**config.mk**
```make
export PLATFORM = sky130hd
export DESIGN_NAME = bb_seq_engine
export DESIGN_NICKNAME = d
export VERILOG_FILES = /design/src/rtl/bb_seq_engine.sv
export SDC_FILE = /design/constraint.sdc
export NUM_CORES = 1
export LEC_CHECK = 0
export CAP_MARGIN = 0
export CORE_MARGIN = 2
export CORE_UTILIZATION = 30
export DETAILED_ROUTE_END_ITERATION = 7
export GPL_ROUTABILITY_DRIVEN = 1
export GPL_TIMING_DRIVEN = 0
export PLACE_DENSITY = 0.51
export SLEW_MARGIN = 20
export SYNTH_ARGS = -nofsm -noshare
export SYNTH_HDL_FRONTEND = slang
export SYNTH_SLANG_ARGS = --single-unit
```
**constraint.sdc**
```tcl
create_clock -name CLK -period 1.95 [get_ports CLK]
set_input_delay 0.2925 -clock CLK [delete_from_list [all_inputs] [get_ports CLK]]
set_output_delay 0.2925 -clock CLK [all_outputs]
set_load 0.1 [all_outputs]
```
**src/rtl/bb_seq_engine.sv**
```systemverilog
// Op-ring sequencer with per-channel request queues and round-robin grant arbitration.
// Optional sticky overflow flag ERR is built only when BB_ERR_EN is defined.
module bb_seq_engine #(
  parameter int NCH    = 2,
  parameter int NOPS   = 4,
  parameter int CNT_W  = 4,
  parameter int MAXQ   = 7,
  parameter int DATA_W = 3
) (
  input  logic                    CLK,
  input  logic                    RST,
  input  logic                    STALL,
  input  logic                    OPCH,
  input  logic [NCH-1:0]          REQ,
  output logic [NCH-1:0]          ACK,
  output logic [NCH-1:0]          DONE,
  output logic [NCH*DATA_W-1:0]   DATA,
  output logic [NOPS-1:0]         OPS,
  output logic                    TEST,
  output logic                    WRAP,
  output logic                    BUSY,
  output logic                    ERR
);

  localparam int QW = $clog2(MAXQ + 1);
  localparam int OW = $clog2(NOPS);
  localparam int PW = (NCH > 1) ? $clog2(NCH) : 1;

  typedef enum logic [0:0] {IDLE, RUN} state_t;

  state_t              state;
  logic [OW-1:0]       op;
  logic [OW-1:0]       nxt_op;
  logic [NOPS-1:0]     ops_q;
  logic [CNT_W-1:0]    cnt;
  logic [QW-1:0]       q [NCH];
  logic [PW-1:0]       ptr;
  logic [NCH-1:0]      grant;
  logic [NCH-1:0]      ack_q;
  logic [NCH-1:0]      done_q;
  logic [NCH*DATA_W-1:0] data_q;
  logic                err_q;
  logic                busy;
  logic                found;
  int                  gidx;
  int                  idx;

  always_comb begin
    nxt_op = op;
    if (OPCH) nxt_op = (op == OW'(NOPS - 1)) ? '0 : op + OW'(1);
    else      nxt_op = (op == '0) ? OW'(NOPS - 1) : op - OW'(1);
  end

  always_ff @(posedge CLK or posedge RST) begin
    if (RST) begin
      state <= IDLE;
      op    <= '0;
      ops_q <= '0;
    end else if (!STALL) begin
      case (state)
        IDLE: begin
          state <= RUN;
          op    <= '0;
          ops_q <= NOPS'(1);
        end
        RUN: begin
          op    <= nxt_op;
          ops_q <= NOPS'(1) << nxt_op;
        end
        default: state <= IDLE;
      endcase
    end
  end

  always_ff @(posedge CLK or posedge RST) begin
    if (RST) cnt <= '0;
    else     cnt <= cnt + CNT_W'(1);
  end

  // Round-robin search starts one past the last granted channel.
  always_comb begin
    grant = '0;
    found = 1'b0;
    gidx  = 0;
    idx   = 0;
    if (!STALL) begin
      for (int k = 1; k <= NCH; k++) begin
        idx = (int'(ptr) + k) % NCH;
        if (!found && q[idx] != '0) begin
          grant[idx] = 1'b1;
          found      = 1'b1;
          gidx       = idx;
        end
      end
    end
  end

  always_ff @(posedge CLK or posedge RST) begin
    if (RST) begin
      for (int i = 0; i < NCH; i++) q[i] <= '0;
      ptr    <= PW'(NCH - 1);
      ack_q  <= '0;
      done_q <= '0;
      data_q <= '0;
    end else begin
      ack_q <= grant;
      if (found) ptr <= PW'(gidx);
      for (int i = 0; i < NCH; i++) begin
        // A request arriving at a full queue is dropped unless the same edge grants.
        if (REQ[i] && !grant[i]) begin
          if (q[i] != QW'(MAXQ)) q[i] <= q[i] + QW'(1);
        end else if (!REQ[i] && grant[i]) begin
          q[i] <= q[i] - QW'(1);
        end
        done_q[i] <= grant[i] && !REQ[i] && (q[i] == QW'(1));
        if (grant[i])
          data_q[i*DATA_W +: DATA_W] <= data_q[i*DATA_W +: DATA_W] + DATA_W'(1);
      end
    end
  end

`ifdef BB_ERR_EN
  logic ovf;

  always_comb begin
    ovf = 1'b0;
    for (int i = 0; i < NCH; i++)
      if (REQ[i] && !grant[i] && q[i] == QW'(MAXQ)) ovf = 1'b1;
  end

  always_ff @(posedge CLK or posedge RST) begin
    if (RST)      err_q <= 1'b0;
    else if (ovf) err_q <= 1'b1;
  end
`else
  assign err_q = 1'b0;
`endif

  always_comb begin
    busy = |ack_q;
    for (int i = 0; i < NCH; i++)
      if (q[i] != '0) busy = 1'b1;
  end

  assign ACK  = ack_q;
  assign DONE = done_q;
  assign DATA = data_q;
  assign OPS  = ops_q;
  assign TEST = (cnt == '0);
  assign WRAP = &cnt;
  assign BUSY = busy;
  assign ERR  = err_q;

endmodule
```
==> results.md <==
- The final critical-path required period is 1.90 ns.
- Relative to the synthesized area, the layout overhead comes to 25.2%.
- The type of destination of the critical path is a flip-flop.
- The H-tree level count is 1.
- The starting density of the core is 30.6%.
- The vias after detailed routing is 1,112.
- The number of primary I/O pins is 24.
- The maximum achievable frequency is 527 MHz.
- The initial antenna violation count is 0.
- The number of global-route vias before repair was 1,045.
- The sum of routed wire length over all layers is 2920 µm.
- The first-pass iteration count of the detailed router is 4.
- The simple-gate share of the synthesized area is 14.1%.
- The wire-length estimate of the detail-placed layout is 2060 µm.
- TritonCTS built the clock tree.
- For this run, the number of Yosys warnings is 0.
- By area, the combinational part of the netlist is dominated by simple AND/OR/NAND/NOR gates.
- The primary flip-flop cell chosen by synthesis mapping is sky130_fd_sc_hd__dfrtp_1.
- The transition time of the tightest slew-check pin is 0.961 ns.
- The count of final hold-check violations is 0.
- The die extent in x is 75.7 µm.
- The critical path starts at q[0].
- The layout has 503 filler cells.
- The share of cell area taken by muxes after synthesis is 2.35%.
- For flop-to-flop paths, the worst setup slack is 0.05 ns.
- The final net count is 193.
- In this run the tightest slew margin relative to its limit is 36.2%.
- After global routing the overflow that remains totals 0.
- In this run the critical register-to-register path is launched from q[0].
- The clock passes through at most 2 buffers.
- The largest total area in the synthesized netlist belongs to sky130_fd_sc_hd__dfrtp_1.
- The worst setup path is of the reg -> reg kind.
- The fraction of layout cells with a size suffix above 1 is 18.8%.
- The area fraction in compound gates after synthesis is 13.9%.
- In this run the tool buffered the top-level ports with 20 buffer cells.
- The post-synthesis cell count is 142.
- The first global-routing pass estimated 4750 µm of wire.
- The die covers 5730 µm².
- The most common cell in the synthesized netlist is sky130_fd_sc_hd__dfrtp_1.
- The via-per-instance ratio is 4.63.
- For the worst setup path, the data required time is 2.14 ns.
- The clock net sink count is 28.
- The detailed router's first-iteration violation count is 21.
- The final count of pins violating max slew came to 0.
- In the final routed layout, each cell accounts on average for 12.2 µm.
- The share of the synthesized netlist area taken by xor and xnor gates is 5.11%.
- After floorplanning, the core was divided into 26 placement rows.
- The number of setup violations in the final report is 0.
- The overall track demand over capacity in global routing is 11.0%.
- OpenSTA, run right after detailed placement, puts the worst setup slack at -0.455 ns.
- Counting flops with an async set or reset pin after synthesis yields a share of 100%.
- The height of the die is 75.7 µm.
- The final cycle utilization of the critical path is 97.3%.
- For the worst flop-to-flop path, the logic depth is 4.
- The adder-cell area share of the yosys netlist is 13.0%.
- The number of antenna diodes in the final layout is 0.
- The class of the most critical hold timing path is in -> reg.
- The maximum number of pins on one net before global-route repair is 29.
- The clock reaches the later pin of the worst-skew pair after 0.28 ns.
- Counting every net in the synthesized netlist gives 164.
- The final weighted congestion of routability-driven global placement is 0.780.
- The detail route stage leaves a number of antenna-violating nets equal to 0.
- Setup repair after global routing could not meet its margin everywhere.
- The mean instance size in the synthesized netlist is 10.9 µm².
- The worst register-to-register path ends at q[4].
- The number of remaining DRC errors is 0.
- After synthesis the netlist holds a flip-flop and latch count of 28.
- Across the run, the number of max-cap violations was 0.
- The share of the synthesized area in the top cell type is 43.8%.
- The maximum net fanout on the critical path is 7.
- The share of the core filled with cells in the final layout is 38.3%.
- The CTS buffer count is 3.
- Sequential cells were found to cover 45.5% of the synthesized design area.
- The cell area after technology mapping is 1540 µm².
- The placeable core region is 5040 µm².
- The run finished with clean final reports.
- The number of enable-type register cells in the synthesized netlist is 0.
- Ranked by total cell area, the synthesized netlist is headed by sky130_fd_sc_hd__dfrtp_1 (44%), sky130_fd_sc_hd__ha_1 (13%), sky130_fd_sc_hd__xnor2_1 (4.5%), sky130_fd_sc_hd__inv_1 (3.4%), sky130_fd_sc_hd__nand2_1 (3.2%).
- The cell sitting at the root of the clock tree is a sky130_fd_sc_hd__clkbuf_8.
- The CTS clock-pin slew for the worst setup and hold paths is 0.10 ns.
- Data arrives at the worst endpoint at 2.09 ns.
- Clock skew on the completed layout was measured at 0.00470 ns.
- STA classifies the critical path startpoint as a flip-flop.
- After synthesis, the netlist uses 44 different library cells.
- Sorting the synthesized cells by how often they occur yields sky130_fd_sc_hd__dfrtp_1 (27), sky130_fd_sc_hd__ha_1 (16), sky130_fd_sc_hd__inv_1 (14), sky130_fd_sc_hd__nand2_1 (13), sky130_fd_sc_hd__xnor2_1 (8).
- The critical path endpoint is q[4].
- The worst path meets setup with 0.0528 ns of slack.
## metrics by stage
stage                     area, µm²  cells  TNS [ns]  hold slack [ns]
final                          1930    240         0            0.270
after global routing           1930    240   -0.0542            0.280
after CTS                      1890    236         0            0.267
after detailed placement       1850    232    -0.875            0.463
after global placement         1850    232    -0.828            0.453
after floorplan                1560    142         0            0.357
## final cells by class
| cell class | count | area [µm²] | area share, % |
|---|---|---|---|
| Timing Repair Buffer | 24 | 210 | 10.9 |
| Tap cell | 70 | 87.6 | 4.54 |
| Inverter | 14 | 52.6 | 2.72 |
| Clock buffer | 4 | 55.1 | 2.85 |
| Sequential cell | 28 | 711 | 36.8 |
| Multi-Input combinational cell | 95 | 777 | 40.3 |
| Buffer | 5 | 36.3 | 1.88 |
## cell families after synthesis
| group | after synthesis |
|---|---|
| adder cells (fa/ha/maj) | 16 |
| XOR/XNOR | 9 |
| flip-flops | 28 |
| buffers and inverters | 19 |
| AND/OR/NAND/NOR | 39 |
| AO/OA/AOI/OAI | 27 |
| other | 1 |
| multiplexers | 3 |
## cells in the final DEF, fill, tap and decap left out, types with 3 or more instances in the layout
cell type,count
sky130_fd_sc_hd__clkdlybuf4s50_1,3
sky130_fd_sc_hd__o21ai_0,6
sky130_fd_sc_hd__xnor2_1,8
sky130_fd_sc_hd__buf_4,6
sky130_fd_sc_hd__ha_1,16
sky130_fd_sc_hd__nor2_1,3
sky130_fd_sc_hd__nor3_1,3
sky130_fd_sc_hd__nand2_1,13
sky130_fd_sc_hd__clkbuf_8,4
sky130_fd_sc_hd__a21oi_1,4
sky130_fd_sc_hd__dlygate4sd2_1,14
sky130_fd_sc_hd__nand3b_1,4
sky130_fd_sc_hd__dfrtp_1,22
sky130_fd_sc_hd__nand2b_1,4
sky130_fd_sc_hd__dfrtp_2,4
sky130_fd_sc_hd__inv_1,12
## repair_timing
| action | CTS | global route |
|---|---|---|
| hold buffers | 0 | 0 |
| setup endpoints to repair | 17 | 5 |
| hold endpoints to repair | 0 | 0 |
| pin swaps | 0 | 1 |
| buffers inserted | 0 | 4 |
| gates cloned | 0 | 0 |
| resized for setup | 27 | 7 |
## routing by layer
layer,GRT usage (%),wire length [µm],vias up
met3,1.98,85,4
met5,0,0,-
met1,14.4,1450,547
met2,17.6,1340,17
li1,-,-,544
met4,5.26,48,0
## worst max-delay path, stage by stage (launching register included)
cell and delay [ns]:
sky130_fd_sc_hd__dfrtp_2 0.44, sky130_fd_sc_hd__or3_4 0.40, sky130_fd_sc_hd__a211o_4 0.38, sky130_fd_sc_hd__mux2_4 0.33, sky130_fd_sc_hd__a221oi_2 0.26
## worst min-delay path by stage
| stage | slack (ns) | from | depth (start not counted) | to |
|---|---|---|---|---|
| after floorplan | 0.36 | RST | 1 | ACK[1] |
| after global placement | 0.45 | cnt[0] | 1 | cnt[0] |
| after detailed placement | 0.46 | cnt[0] | 1 | cnt[0] |
| after CTS | 0.27 | STALL | 2 | state |
| after global routing | 0.28 | STALL | 2 | state |
| final | 0.27 | STALL | 2 | state |
## state kept, by name (all words and copies together), names as in the netlist
signal	count
ACK	2
DATA	6
DONE	2
OPS	4
cnt	4
op	2
ptr	1
q	6
state	1
Power is not shown: default switching activity piles up to over one toggle a cycle in this logic, so the estimate is an artifact.
